### src/rtl/dram_responder_if.sv
// DRAM/dmem burst-mover bus bundle: request/done handshake plus both memory ports.
// master = the responder driving both memories; slave = controller and memories.
interface dram_responder_if #(
  parameter int DW = 8,
  parameter int AW = 16
);
  logic          rd_en;
  logic          wr_en;
  logic          rd_done;
  logic          wr_done;
  logic          busy;
  logic [AW-1:0] dram_addr;
  logic          dram_re;
  logic          dram_we;
  logic [DW-1:0] dram_wdata;
  logic [DW-1:0] dram_rdata;
  logic [AW-1:0] dmem_addr;
  logic          dmem_we;
  logic          dmem_re;
  logic [DW-1:0] dmem_wdata;
  logic [DW-1:0] dmem_rdata;

  modport master (
    input  rd_en, wr_en, dram_rdata, dmem_rdata,
    output rd_done, wr_done, busy,
    output dram_addr, dram_re, dram_we, dram_wdata,
    output dmem_addr, dmem_we, dmem_re, dmem_wdata
  );

  modport slave (
    output rd_en, wr_en, dram_rdata, dmem_rdata,
    input  rd_done, wr_done, busy,
    input  dram_addr, dram_re, dram_we, dram_wdata,
    input  dmem_addr, dmem_we, dmem_re, dmem_wdata
  );
endinterface

### src/rtl/dram_responder.sv
// Moves a read burst DRAM->dmem or a write burst dmem->DRAM, one word per cycle.
// Done pulses N+2 cycles after the request edge; requests must drop before the next is taken.
module dram_responder #(
  parameter int DW       = 8,
  parameter int AW       = 16,
  parameter int RD_WORDS = 65536,
  parameter int WR_WORDS = 16384,
  parameter int OUT_BASE = 65536
) (
  input  logic              clk,
  input  logic              reset,
  dram_responder_if.master  bus
);

  localparam logic [AW:0]   RD_N = (AW+1)'(RD_WORDS);
  localparam logic [AW:0]   WR_N = (AW+1)'(WR_WORDS);
  localparam logic [AW-1:0] BASE = AW'(OUT_BASE);

  typedef enum logic [2:0] {
    IDLE, RD_XFER, RD_DONE, WR_XFER, WR_DONE, ACK_WAIT
  } state_t;

  state_t        state_q, state_d;
  logic [AW:0]   cnt_q, cnt_d;
  logic          pend_q, pend_d;
  logic [AW-1:0] paddr_q, paddr_d;
  logic          issue;

  always_ff @(posedge clk or negedge reset) begin
    if (!reset) begin
      state_q <= IDLE;
      cnt_q   <= '0;
      pend_q  <= 1'b0;
      paddr_q <= '0;
    end else begin
      state_q <= state_d;
      cnt_q   <= cnt_d;
      pend_q  <= pend_d;
      paddr_q <= paddr_d;
    end
  end

  always_comb begin
    state_d = state_q;
    cnt_d   = cnt_q;
    pend_d  = 1'b0;
    paddr_d = paddr_q;
    issue   = 1'b0;
    case (state_q)
      IDLE: begin
        cnt_d = '0;
        // Read wins a tie; the write is re-taken only after a full ACK_WAIT release.
        if (bus.rd_en)      state_d = (RD_N == '0) ? RD_DONE : RD_XFER;
        else if (bus.wr_en) state_d = (WR_N == '0) ? WR_DONE : WR_XFER;
      end
      RD_XFER: begin
        if (cnt_q == RD_N) state_d = RD_DONE;
        else               issue   = 1'b1;
      end
      WR_XFER: begin
        if (cnt_q == WR_N) state_d = WR_DONE;
        else               issue   = 1'b1;
      end
      RD_DONE, WR_DONE: state_d = ACK_WAIT;
      ACK_WAIT: if (!bus.rd_en && !bus.wr_en) state_d = IDLE;
      default:  state_d = IDLE;
    endcase
    if (issue) begin
      cnt_d   = cnt_q + 1'b1;
      pend_d  = 1'b1;
      paddr_d = cnt_q[AW-1:0];
    end
  end

  // pend_q marks the write half of the pipeline: data returned for last cycle's issue.
  logic rd_mode, wr_mode;
  assign rd_mode = (state_q == RD_XFER);
  assign wr_mode = (state_q == WR_XFER);

  assign bus.dram_re    = issue & rd_mode;
  assign bus.dram_we    = pend_q & wr_mode;
  assign bus.dram_addr  = bus.dram_re ? cnt_q[AW-1:0] : (bus.dram_we ? paddr_q : '0);
  assign bus.dram_wdata = bus.dram_we ? bus.dmem_rdata : '0;

  assign bus.dmem_re    = issue & wr_mode;
  assign bus.dmem_we    = pend_q & rd_mode;
  assign bus.dmem_addr  = bus.dmem_re ? (BASE + cnt_q[AW-1:0]) : (bus.dmem_we ? paddr_q : '0);
  assign bus.dmem_wdata = bus.dmem_we ? bus.dram_rdata : '0;

  assign bus.busy    = (state_q != IDLE);
  assign bus.rd_done = (state_q == RD_DONE);
  assign bus.wr_done = (state_q == WR_DONE);

endmodule
### src/flat_wrapper.sv
// flat-port wrapper written by rule: the top's interface ports become plain ports
module dram_responder_flat 
#(
  parameter int DW       = 8,
  parameter int AW       = 16,
  parameter int RD_WORDS = 65536,
  parameter int WR_WORDS = 16384,
  parameter int OUT_BASE = 65536
)
  (clk, reset, bus_rd_en, bus_wr_en, bus_dram_rdata, bus_dmem_rdata, bus_rd_done, bus_wr_done, bus_busy, bus_dram_addr, bus_dram_re, bus_dram_we, bus_dram_wdata, bus_dmem_addr, bus_dmem_we, bus_dmem_re, bus_dmem_wdata);
  dram_responder_if #(.DW(DW), .AW(AW)) bus_i ();
  input  logic clk;
  input  logic reset;
  input wire logic [$bits(bus_i.rd_en)-1:0] bus_rd_en;
  input wire logic [$bits(bus_i.wr_en)-1:0] bus_wr_en;
  input wire logic [$bits(bus_i.dram_rdata)-1:0] bus_dram_rdata;
  input wire logic [$bits(bus_i.dmem_rdata)-1:0] bus_dmem_rdata;
  output wire logic [$bits(bus_i.rd_done)-1:0] bus_rd_done;
  output wire logic [$bits(bus_i.wr_done)-1:0] bus_wr_done;
  output wire logic [$bits(bus_i.busy)-1:0] bus_busy;
  output wire logic [$bits(bus_i.dram_addr)-1:0] bus_dram_addr;
  output wire logic [$bits(bus_i.dram_re)-1:0] bus_dram_re;
  output wire logic [$bits(bus_i.dram_we)-1:0] bus_dram_we;
  output wire logic [$bits(bus_i.dram_wdata)-1:0] bus_dram_wdata;
  output wire logic [$bits(bus_i.dmem_addr)-1:0] bus_dmem_addr;
  output wire logic [$bits(bus_i.dmem_we)-1:0] bus_dmem_we;
  output wire logic [$bits(bus_i.dmem_re)-1:0] bus_dmem_re;
  output wire logic [$bits(bus_i.dmem_wdata)-1:0] bus_dmem_wdata;
  assign bus_i.rd_en = bus_rd_en;
  assign bus_i.wr_en = bus_wr_en;
  assign bus_i.dram_rdata = bus_dram_rdata;
  assign bus_i.dmem_rdata = bus_dmem_rdata;
  assign bus_rd_done = bus_i.rd_done;
  assign bus_wr_done = bus_i.wr_done;
  assign bus_busy = bus_i.busy;
  assign bus_dram_addr = bus_i.dram_addr;
  assign bus_dram_re = bus_i.dram_re;
  assign bus_dram_we = bus_i.dram_we;
  assign bus_dram_wdata = bus_i.dram_wdata;
  assign bus_dmem_addr = bus_i.dmem_addr;
  assign bus_dmem_we = bus_i.dmem_we;
  assign bus_dmem_re = bus_i.dmem_re;
  assign bus_dmem_wdata = bus_i.dmem_wdata;
  dram_responder #(.DW(DW), .AW(AW), .RD_WORDS(RD_WORDS), .WR_WORDS(WR_WORDS), .OUT_BASE(OUT_BASE)) u_core (.clk(clk), .reset(reset), .bus(bus_i));
endmodule
### config.mk
export PLATFORM = sky130hd
export DESIGN_NAME = dram_responder_flat
export DESIGN_NICKNAME = d
export VERILOG_FILES = /design/src/rtl/dram_responder_if.sv /design/src/rtl/dram_responder.sv /design/src/flat_wrapper.sv
export SDC_FILE = /design/constraint.sdc
export NUM_CORES = 1
export LEC_CHECK = 0
export ABC_AREA = 0
export CORE_AREA = 2 2 86 88
export CTS_CLUSTER_SIZE = 28
export DETAILED_ROUTE_END_ITERATION = 8
export DIE_AREA = 0 0 88 90
export PLACE_DENSITY = 0.58
export REMOVE_ABC_BUFFERS = 1
export SYNTH_ARGS = -nofsm -noshare
export SYNTH_HDL_FRONTEND = slang
export SYNTH_SLANG_ARGS = --single-unit
### constraint.sdc
create_clock -name clk -period 5.8 [get_ports clk]
set_clock_uncertainty 0.05 [all_clocks]
set_input_delay 1.16 -clock clk [delete_from_list [all_inputs] [get_ports clk]]
set_output_delay 1.16 -clock clk [all_outputs]
set_load 0.02 [all_outputs]
==> impl_metrics.csv <==
group,metric,value,unit
outcome,status,"completed",
setup_path,crit_fanout,17,
timing,fin_ws,1.234,ns
timing,max_freq,219.0,MHz
clocking,ctsHoldBuffers,0,
pwr,power_density,308.3,mW/mm^2
pwr,power,984.7,uW
clocking,cts_resized,0,
clocking,cts_setup_buffers,0,
synth,syn_area,0.002357,mm^2
timing,tightest_slew,1.046,ns
placement,place_area,0.003114,mm^2
synth,yosys_warnings,0,
layout,layout-drive-gt1-share,10.06,%
layout,nNetsFinal,329,
timing,post-route-min-period,4.566,ns
synth,yosys-top-cells-count,"dfrtp_1 (37), a22o_1 (26), nand2_1 (19)",
layout,fill_cells,683,
synth,ys_seq_elements,37,
detailed_routing,drtIter0Drc,111,
clocking,clockRootBuffer,"clkbuf_8",
clocking,cts_buffer_depth,2,
timing,hold_violations,0,
synth,synthCells,250,
synth,synth_edf_count,0,
grt,grt_pass1_vias,2046,
detailed_routing,firstDrtPassIters,4,
detailed_routing,avgRoutedWirePerCell,15.65,um
grt,grt_pass1_wl,10.49,mm
clocking,h-tree-depth,2,
floorplan,core_area,0.007020,mm^2
detailed_routing,wl,6.369,mm
detailed_routing,ant_nets,0,
grt,grt_overflow,0,
layout,fin_cells,407,
floorplan,die_w,88,um
placement,dp_hpwl,4.195,mm
detailed_routing,via_per_inst,5.251,
floorplan,ios,75,
synth,synth.distinct_cells,36,
setup_path,required,4.59,ns
grt,antenna_found_initial,0,
grt,grt_max_degree,38,
synth,ys_async_sr_fraction,100.0,%
synth,seq_area_frac_synth,39.28,%
setup_path,worstSetupStartpointType,"flop",
timing,rsz0062_at_grt,"no",
grt,gr-usage-all-layers,16.61,%
layout,syn_to_final_growth,35.51,%
synth,synth_top_area_share,39.28,%
setup_path,endpoint_kind,"primary output",
detailed_routing,route.detailed.drc,0,
synth,synth.area.top_cells,"dfrtp_1 (39%), a22o_1 (9.7%), mux2_2 (8.1%)",
pwr,p_leak,1.417,nW
synth,avgSynthCellArea,9.429,um^2
layout,diodes,0,
timing,fin_crit_sh,78.72,%
floorplan,die-area,0.007920,mm^2
run,max_cap_viol_count,0,
placement,port_buffers,74,
clocking,cts_tree,"built",
setup_path,worstPathArrival,3.36,ns
synth,synth.most_common_cell,"dfrtp_1",
floorplan,rows,31,
detailed_routing,vias,2137,
synth,synth_area_leader_cell,"dfrtp_1",
pwr,ir_drop,0.0001431,V
timing,setup-tns-final,0,ns
clocking,clock_latency,0.29,ns
placement,placed_cells,399,
placement,place_ws,1.562,ns
floorplan,start_util,33.58,%
clocking,cts_sinks,37,
placement,gp_congestion,0.8207,
timing,maxSlewViolCount,0,
synth,ys.flop_type,"dfrtp_1",
min_path,worstHoldPathType,"flop to flop",
clocking,clk_pin_slew,0.07,ns
timing,max-slew-margin-rel,30.25,%
setup_path,worstSetupPathType,"flop to primary output",
timing,setup_viol,0,
clocking,numCtsBuffers,5,
floorplan,die_h,90,um
layout,finish.instance_area,0.003194,mm^2
[critical path, cell delays in order (launching register included)]
cell and delay (ns):
dfrtp_1 0.43, nand2b_1 0.19, nor2_1 0.73, o21ai_2 0.45, inv_2 0.43, a22o_1 0.22, clkdlybuf4s50_1 0.60
[report_power, final]
part / switching [mW] / internal (mW)
registers: 0.0433 / 0.290
clock network: 0.0901 / 0.0854
logic: 0.305 / 0.171
total: 0.439 / 0.546
[path summary, 6_finish.rpt]
path / startpoint / end / slack, ns / cells past startpoint
worst max register to register: u_core.cnt_q[0] / u_core.cnt_q[0] / 2.58 / 8
worst max-delay path: u_core.state_q[2] / bus_dmem_addr[7] / 1.23 / 6
worst min register to register: u_core.paddr_q[10] / u_core.paddr_q[10] / 0.49 / 1
max in group asynchronous: reset / u_core.paddr_q[5] / 4.12 / 2
worst min-delay path: u_core.paddr_q[10] / u_core.paddr_q[10] / 0.49 / 1
min in group asynchronous: reset / u_core.paddr_q[10] / 1.24 / 2
[flip-flops by register name, indices dropped and copies added, names as in the netlist]
signal,count
u_core.paddr_q,16
u_core.state_q,3
u_core.pend_q,1
u_core.cnt_q,17
[cells in the final DEF, fill, tap and decap left out, drive strengths merged]
| cell | synthesis | routed |
|---|---|---|
| a22o | 26 | 26 |
| nor3 | 4 | 4 |
| a221o | 13 | 13 |
| o21ai | 14 | 14 |
| xnor2 | 2 | 2 |
| ha | 2 | 2 |
| buf | 12 | 2 |
| nand3 | 2 | 2 |
| nor2 | 14 | 14 |
| nor4 | 2 | 2 |
| inv | 8 | 8 |
| clkbuf | 14 | 8 |
| and2 | 14 | 14 |
| nor2b | 2 | 2 |
| a21oi | 8 | 8 |
| nand4 | 6 | 6 |
| and4 | 3 | 3 |
| a211oi | 2 | 2 |
| a21o | 2 | 2 |
| mux2 | 17 | 17 |
| clkdlybuf4s50 | 0 | 74 |
| nand2 | 20 | 20 |
| dfrtp | 37 | 37 |
| nor4b | 1 | 1 |
| a221oi | 1 | 1 |
| nand2b | 4 | 4 |
| and3 | 13 | 13 |
| o31ai | 3 | 3 |
| o211a | 4 | 4 |
[layout make-up]
type	instances	area, um^2	area share, %
flip-flops and latches	37	925.9	28.99
well taps	99	123.9	3.878
multi-input cells	179	1279	40.03
inverters	8	30.03	0.9401
clock buffers	8	80.08	2.507
repair buffers	76	755.7	23.66
[through the flow]
stage               util (%)  hold WS, ns
floorplan                  -       0.4531
global placement       44.36       0.4694
detailed placement     44.36       0.4752
CTS                    45.50       0.4912
global route           45.50       0.5061
finish                 45.50       0.4885
[per-layer routing]
metal  vias to the layer above  track usage [%]  share of wire (%)
met2                        73            26.39                 47
met3                         7            3.581                5.9
met4                         0            3.846               0.99
met5                         -                0                  0
li1                       1033                -                  -
met1                      1024            23.00                 46
[logic make-up after synthesis]
family,Yosys count,share of synthesized area (%)
buffers and inverters,34,6.476
and+or+nand+nor,85,19.85
xor gates and xnor gates,2,0.7432
AOI/OAI and AO/OA,73,24.47
muxes,17,8.121
DFF,37,39.28
adders and majority gates,2,1.061
No activity file was read; power rests on OpenSTA's default activity.
